===== config.mk =====
export PLATFORM = sky130hd
export DESIGN_NAME = multicycle_ctrl
export DESIGN_NICKNAME = d
export VERILOG_FILES = /design/src/rtl/multicycle_ctrl.sv
export SDC_FILE = /design/constraint.sdc
export NUM_CORES = 1
export LEC_CHECK = 0
export CORE_MARGIN = 2
export CORE_UTILIZATION = 41
export CTS_BUF_LIST = sky130_fd_sc_hd__clkbuf_8
export DETAILED_ROUTE_END_ITERATION = 6
export GPL_ROUTABILITY_DRIVEN = 0
export PLACE_DENSITY = 0.83
export SETUP_SLACK_MARGIN = 0.05
export SLEW_MARGIN = 20
export SYNTH_ARGS = -nofsm -noshare
export SYNTH_HDL_FRONTEND = slang
export SYNTH_SLANG_ARGS = --single-unit

===== constraint.sdc =====
create_clock -name clk -period 1.33 [get_ports clk]
set_input_delay 0.133 -clock clk [delete_from_list [all_inputs] [get_ports clk]]
set_output_delay 0.133 -clock clk [all_outputs]
set_load 0.05 [all_outputs]

===== src/rtl/multicycle_ctrl.sv =====
// -----------------------------------------------------------------------------
// multicycle_ctrl
//   Main control FSM for the multi-cycle CPU datapath. It steps each
//   instruction through fetch, decode, execute, memory and write-back states.
//   It drives every datapath enable and the 2-bit ALUctr that feeds the
//   ALU-control decoder.
//
//   Moore machine: the outputs are decoded from the registered state.
//   There are three exceptions:
//     - pc_wr in BRANCH follows the live ALU zero flag.
//     - illegal/instr_done in DECODE depend on the live opcode.
//     - With MC_CTRL_STALL_EN defined, the handshake enables are gated by
//       mem_ready.
//
// Optional feature macro: MC_CTRL_STALL_EN
//   Defined   : FETCH, MEM_RD and MEM_WR wait for mem_ready = 1.
//   Undefined : mem_ready is ignored and every state lasts one cycle.
//
// Ports
//   clk        in   rising-edge clock
//   rst_n      in   asynchronous active-low reset
//   opcode     in   instruction[31:26] from the IR
//   zero       in   ALU zero flag (same cycle)
//   mem_ready  in   memory access complete (stall build only)
//   pc_wr      out  PC load enable (branch condition folded in)
//   ir_wr      out  IR load enable
//   mem_rd     out  memory read strobe
//   mem_wr     out  memory write strobe
//   iord       out  memory address select: 0 = PC, 1 = ALUOut
//   reg_wr     out  register-file write enable
//   reg_dst    out  destination: 0 = rt, 1 = rd
//   mem_to_reg out  write-back data: 0 = ALUOut, 1 = MDR
//   alu_src_a  out  0 = PC, 1 = regA
//   alu_src_b  out  00 regB, 01 const 4, 10 ext imm, 11 ext imm << 2
//   ext_zero   out  1 = zero-extend imm, 0 = sign-extend
//   pc_src     out  00 ALU result, 01 ALUOut, 10 jump target
//   ALUctr     out  00 add, 01 sub, 10 R-type, 11 ori
//   instr_done out  one-cycle pulse in the last state of each instruction
//   illegal    out  one-cycle pulse in DECODE for an undecodable opcode
//   state      out  current state (debug)
// -----------------------------------------------------------------------------
module multicycle_ctrl (
  input  logic       clk,
  input  logic       rst_n,
  input  logic [5:0] opcode,
  input  logic       zero,
  input  logic       mem_ready,
  output logic       pc_wr,
  output logic       ir_wr,
  output logic       mem_rd,
  output logic       mem_wr,
  output logic       iord,
  output logic       reg_wr,
  output logic       reg_dst,
  output logic       mem_to_reg,
  output logic       alu_src_a,
  output logic [1:0] alu_src_b,
  output logic       ext_zero,
  output logic [1:0] pc_src,
  output logic [1:0] ALUctr,
  output logic       instr_done,
  output logic       illegal,
  output logic [3:0] state
);

  typedef enum logic [3:0] {
    S_INIT     = 4'd0,
    S_FETCH    = 4'd1,
    S_DECODE   = 4'd2,
    S_MEM_ADDR = 4'd3,
    S_MEM_RD   = 4'd4,
    S_WB_MEM   = 4'd5,
    S_MEM_WR   = 4'd6,
    S_EXEC_R   = 4'd7,
    S_WB_R     = 4'd8,
    S_BRANCH   = 4'd9,
    S_JUMP     = 4'd10,
    S_EXEC_I   = 4'd11,
    S_WB_I     = 4'd12
  } state_t;

  localparam logic [5:0] OP_R    = 6'b000000;
  localparam logic [5:0] OP_LW   = 6'b100011;
  localparam logic [5:0] OP_SW   = 6'b101011;
  localparam logic [5:0] OP_BEQ  = 6'b000100;
  localparam logic [5:0] OP_J    = 6'b000010;
  localparam logic [5:0] OP_ADDI = 6'b001000;
  localparam logic [5:0] OP_ORI  = 6'b001101;

  state_t r_state;
  logic   r_is_ori;
  logic   r_armed;   // one quiet INIT cycle after reset release
  logic   w_mem_go;  // memory handshake complete this cycle
  logic   w_legal;

`ifdef MC_CTRL_STALL_EN
  assign w_mem_go = mem_ready;
`else
  logic w_unused_mem_ready;
  assign w_unused_mem_ready = mem_ready;
  assign w_mem_go           = 1'b1;
`endif

  assign w_legal = (opcode == OP_R)   || (opcode == OP_LW)   ||
                   (opcode == OP_SW)  || (opcode == OP_BEQ)  ||
                   (opcode == OP_J)   || (opcode == OP_ADDI) ||
                   (opcode == OP_ORI);

  assign state = r_state;

  always_ff @(posedge clk or negedge rst_n) begin
    if (!rst_n) begin
      r_state  <= S_INIT;
      r_is_ori <= 1'b0;
      r_armed  <= 1'b0;
    end else begin
      case (r_state)
        S_INIT: begin
          // The first edge after reset release only arms the machine.
          // Fetch starts on the second edge.
          r_armed <= 1'b1;
          if (r_armed) r_state <= S_FETCH;
        end
        S_FETCH:  if (w_mem_go) r_state <= S_DECODE;
        S_DECODE: begin
          // Latch the ori flag so EXEC_I does not depend on a changing IR.
          r_is_ori <= (opcode == OP_ORI);
          case (opcode)
            OP_LW, OP_SW:    r_state <= S_MEM_ADDR;
            OP_R:            r_state <= S_EXEC_R;
            OP_BEQ:          r_state <= S_BRANCH;
            OP_J:            r_state <= S_JUMP;
            OP_ADDI, OP_ORI: r_state <= S_EXEC_I;
            default:         r_state <= S_FETCH;
          endcase
        end
        S_MEM_ADDR: r_state <= (opcode == OP_SW) ? S_MEM_WR : S_MEM_RD;
        S_MEM_RD:   if (w_mem_go) r_state <= S_WB_MEM;
        S_WB_MEM:   r_state <= S_FETCH;
        S_MEM_WR:   if (w_mem_go) r_state <= S_FETCH;
        S_EXEC_R:   r_state <= S_WB_R;
        S_WB_R:     r_state <= S_FETCH;
        S_BRANCH:   r_state <= S_FETCH;
        S_JUMP:     r_state <= S_FETCH;
        S_EXEC_I:   r_state <= S_WB_I;
        S_WB_I:     r_state <= S_FETCH;
        default:    r_state <= S_INIT;  // codes 13-15 recover through INIT
      endcase
    end
  end

  always_comb begin
    pc_wr      = 1'b0;
    ir_wr      = 1'b0;
    mem_rd     = 1'b0;
    mem_wr     = 1'b0;
    iord       = 1'b0;
    reg_wr     = 1'b0;
    reg_dst    = 1'b0;
    mem_to_reg = 1'b0;
    alu_src_a  = 1'b0;
    alu_src_b  = 2'b00;
    ext_zero   = 1'b0;
    pc_src     = 2'b00;
    ALUctr     = 2'b00;
    instr_done = 1'b0;
    illegal    = 1'b0;
    case (r_state)
      S_FETCH: begin
        // The read strobe stays asserted while waiting.
        // The loads fire only on completion.
        mem_rd    = 1'b1;
        ir_wr     = w_mem_go;
        pc_wr     = w_mem_go;
        alu_src_b = 2'b01;
      end
      S_DECODE: begin
        alu_src_b  = 2'b11;  // branch target into ALUOut
        illegal    = !w_legal;
        instr_done = !w_legal;
      end
      S_MEM_ADDR: begin
        alu_src_a = 1'b1;
        alu_src_b = 2'b10;
      end
      S_MEM_RD: begin
        mem_rd = 1'b1;
        iord   = 1'b1;
      end
      S_WB_MEM: begin
        reg_wr     = 1'b1;
        mem_to_reg = 1'b1;
        instr_done = 1'b1;
      end
      S_MEM_WR: begin
        mem_wr     = 1'b1;
        iord       = 1'b1;
        instr_done = w_mem_go;
      end
      S_EXEC_R: begin
        alu_src_a = 1'b1;
        ALUctr    = 2'b10;
      end
      S_WB_R: begin
        reg_wr     = 1'b1;
        reg_dst    = 1'b1;
        instr_done = 1'b1;
      end
      S_BRANCH: begin
        alu_src_a  = 1'b1;
        ALUctr     = 2'b01;
        pc_src     = 2'b01;
        pc_wr      = zero;
        instr_done = 1'b1;
      end
      S_JUMP: begin
        pc_wr      = 1'b1;
        pc_src     = 2'b10;
        instr_done = 1'b1;
      end
      S_EXEC_I: begin
        alu_src_a = 1'b1;
        alu_src_b = 2'b10;
        ALUctr    = r_is_ori ? 2'b11 : 2'b00;
        ext_zero  = r_is_ori;
      end
      S_WB_I: begin
        reg_wr     = 1'b1;
        instr_done = 1'b1;
      end
      default: ;
    endcase
  end

endmodule

==> impl_results.md, run 1 <==
- Outcome: stopped before the end
- Stop stage: 3_5_place_dp
- Log Error: [ERROR DPL-0033] detailed placement checks failed during check placement.
- Syn Nets: 98
- Yosys warnings: 0
- Chip width: 43.8 um
- Avg Cell Area, Syn: 7.37 um^2
- Sequential area share after synthesis: 23.2%
- Post-synth EDFFs: 0
- Yosys cell types: 35
- Post-Syn Instances: 88
- Top_reg_cell synth: dfrtp_1
- Initial Utilization: 43.5%
- Post-DP HPWL: 3020 um
- # port buffers: 30
- # IOs: 32
- Chip Height: 43.8 um
- Cell Area, Synth: 648 um^2
- Async S/R FF share, synth: 100%
- Rows: 14
- FF+latch count, synth: 6
-- synth_stat cells, types with 2 or more instances --
cell type  number  area (um^2)
a21boi_1        2         15.0
dfrtp_1         6          150
nand3_1         3         15.0
buf_2           4         20.0
buf_6           2         22.5
nand2b_1        5         31.3
xnor2_1         2         17.5
o21ai_0         4         20.0
a31oi_1         3         18.8
nor2b_1         4         25.0
a21oi_1         7         35.0
nor2_1         16         60.1
nand2_1         4         15.0
inv_1           4         15.0
nor3_1          2         10.0
-- per-stage QoR --
step / instances / TNS (ns) / instance area (um^2)
after floorplan: 88 / -3.04 / 827
after global placement: 149 / -1.29 / 1470
-- cells by family after synthesis --
| kind of cell | synth area share, % |
|---|---|
| AND/OR/NAND/NOR | 34.6 |
| AO/OA/AOI/OAI | 29.0 |
| flip-flops | 23.2 |
| XOR/XNOR | 2.70 |
| buffers and inverters | 8.88 |
| adder cells (fa/ha/maj) | 1.74 |
==> run 2: changes to the inputs <==
CORE_AREA = 2 2 63 65   (was not set)
CORE_MARGIN = not set   (was 2)
CORE_UTILIZATION = not set   (was 41)
CTS_BUF_LIST = not set   (was sky130_fd_sc_hd__clkbuf_8)
DIE_AREA = 0 0 65 67   (was not set)
PLACE_DENSITY = not set   (was 0.83)
PLACE_DENSITY_LB_ADDON = 0.15   (was not set)
SETUP_SLACK_MARGIN = not set   (was 0.05)
==> run 2 against run 1 <==
Net effect: area after synthesis unchanged; the flow now finishes, with violations (setup timing); synthesized cell count unchanged.
==> impl_results.md, run 2 <==
- Outcome: finished, violations left
- Failing checks: setup timing
- Vias: 903
- Largest register FFs: 4
- Sw frac: 46.9%
- Combinational share of power: 87.3%
- Synth area leader: dfrtp_1
- # port buffers: 30
- Worst hold path class: in2async
- Post-synth EDFFs: 0
- CP max stage cell: dfrtp_2
- Yosys cell types: 35
- Antenna fix cells: 0
- Startpoint Class: register
- Commonest cells after routing, fill and taps aside: buf_12, buf_4, buf_6, nor2_4, nand2b_4
- Total Routing Usage GR: 12.9%
- Synth top area cells: dfrtp_1, nor2_1, a21oi_1
- Reg2reg start: state[3]$_DFFE_PN0P_
- Top_reg_cell synth: dfrtp_1
- Setup violators final: 19
- Slack of the critical path: -0.357 ns
- Fin cells: 204
- Initial antenna violation count: 0
- Minimum clock period: 1.69 ns
- WS Path Type: reg2out
- Top-count cell post-synth: nor2_1
- Largest net degree at the start of global routing: 10
- Maximum Capacitance Violations: 0
- Yosys warnings: 0
- Layout net count: 168
- CP Cell Sequence: or2_4, a32oi_2, o21ai_2, a31oi_4, buf_12
- Yosys top cell area share: 23.2%
- Routed wire per std cell: 13.2 um
- Layout overhead on the synthesized area: 206%
- # IOs: 32
- Final Hold Viols: 0
- Clock power frac: 5.8%
- Period utilization: 127%
- Max Slew Vio Count: 0
- TritonCTS buffer count: 3
- First-pass GRT wire length: 4420 um
- Final wirelength: 2680 um
- Sequential share of power: 6.9%
- Sw power: 2.13 mW
- Vias per cell: 4.43
- Worst EP arrival: 1.55 ns
- Chip Height: 67 um
- Core Area: 0.00361 mm^2
- Max IR drop VDD: 0.00108 V
- Max transition margin: 79.0%
- Avg Cell Area, Syn: 7.37 um^2
- Internal Power: 2.41 mW
- Clk_lat worst skew: 0.22 ns
- Die area: 0.00436 mm^2
- Leakage Power: 0.773 nW
- Fillers: 314
- Clk buf depth: 2
- Post-Syn Instances: 88
- Worst path required time: 1.20 ns
- DRC viols: 0
- Post-DP HPWL: 1950 um
- Rows: 22
- CTS tree: done
- Cell Area, Synth: 648 um^2
- Multi-input logic area: 772 um^2
- Crit path from: state[0]$_DFFE_PN0P_
- Clock Pin Slew Worst Setup and Hold Paths: 0.04 ns
- Syn Nets: 98
- Fmax: 593 MHz
- Sequential area share after synthesis: 23.2%
- Vias in the first global route: 917
- H-tree depth: 1
- FF+latch count, synth: 6
- Setup TNS: -2.97 ns
- Pwr Density: 2290 mW/mm^2
- Async S/R FF share, synth: 100%
- CP max stage delay: 0.41 ns
- Clock skew: 0.00212 ns
- Dpl cells: 186
- CTS Sinks: 6
- Share of cells above drive strength 1: 75.6%
- Synth top cells by count: nor2_1, a21oi_1, dfrtp_1
- Post-DRT Antenna Nets: 0
- Crit path capture type: primary output
- Drt pass-1 iters: 4
- Initial Utilization: 18.0%
- Worst Path Max Fanout: 2
- Total power: 4.54 mW
- RSZ-0062 raised after global routing: true
- Grt total ovfl: 0
- Clk Tree Root Cell: clkbuf_8
- DRT iter0 DRCs: 12
- Chip width: 65 um
- Sequential Area: 158 um^2
- Worst Tran Pin Value: 0.314 ns
- Most common cell after layout, fill and taps aside: buf_12
[run 2: cell counts after synthesis]
No cell type changed its count.
[run 2: metal layers]
metal / track usage (%) / vias to the layer above / routed length, um
met5: 0 / - / 0
met1: 14.4 / 421 / 1070
met2: 26.3 / 27 / 1500
met3: 2.53 / 0 / 107
li1: - / 455 / -
met4: 0 / 0 / 0
[run 2: cells by family (layout without fill, tap and decap cells)]
kind of cell / after synthesis / count (layout) / share of synthesized area [%]
and+or+nand+nor: 42 / 42 / 34.6
adders and majority gates: 1 / 1 / 1.74
buffers and inverters: 10 / 78 / 8.88
DFF: 6 / 6 / 23.2
AOI/OAI and AO/OA: 27 / 27 / 29.0
xor gates and xnor gates: 2 / 2 / 2.70
[run 2: power by group through the flow]
stage | clock, mW | sequential, mW | combinational (mW)
detailed placement | 0 | 0.294 | 3.29
global route | 0.285 | 0.327 | 4.15
floorplan | 0 | 0.457 | 1.58
global placement | 0 | 0.294 | 3.27
finish | 0.264 | 0.315 | 3.96
CTS | 0.270 | 0.301 | 3.78
[run 2: worst paths after layout]
check                      depth (start not counted)                   end  slack (ns)
min reg2reg                                        1   r_armed$_DFFE_PN0N_        0.45
max in group asynchronous                          1  state[3]$_DFFE_PN0P_        0.94
min                                                1   r_armed$_DFFE_PN0N_        0.16
min in group clk                                   1   r_armed$_DFFE_PN0N_        0.45
max reg2reg                                        5  state[0]$_DFFE_PN0P_       -0.01
max                                                5            instr_done       -0.36
[run 2: area by class of cell]
class	count	area share, %
inverters	4	0.883
clock buffers	3	2.08
repair buffers	71	47.2
well taps	48	3.03
multi-input cells	72	38.9
flip-flops and latches	6	7.94
[run 2: critical path, delay by kind of cell (launching register included)]
| kind | cells | cell delay, ns |
|---|---|---|
| simple gates | 1 | 0.26 |
| flops | 1 | 0.41 |
| compound gates | 3 | 0.52 |
| buf+inv | 1 | 0.16 |
[run 2: what timing repair did]
item / 4_1_cts / 5_1_grt
buffers inserted: 11 / 5
hold buffers: 0 / 0
resized for setup: 40 / 22
gates cloned: 1 / 0
endpoints found under the setup margin: 21 / 24
pin swaps: 14 / 9
[run 2: through the flow]
step           utilization [%]  cell area, um^2  hold WS (ns)  setup WS [ns]
2_1_floorplan                -              827        -0.163         -0.296
3_3_place_gp              43.6             1570         0.398         -0.439
3_5_place_dp              43.6             1570         0.391         -0.494
4_1_cts                   51.9             1870         0.164         -0.357
5_1_grt                   55.0             1980         0.177         -0.406
6_report                  55.0             1980         0.156         -0.357
(Power assumes the default switching activity.)
==> run 3: changes to the inputs <==
SLEW_MARGIN = not set   (was 20)
==> results of run 3 <==
The final DEF is identical to that of run 2; final timing and power are the same.
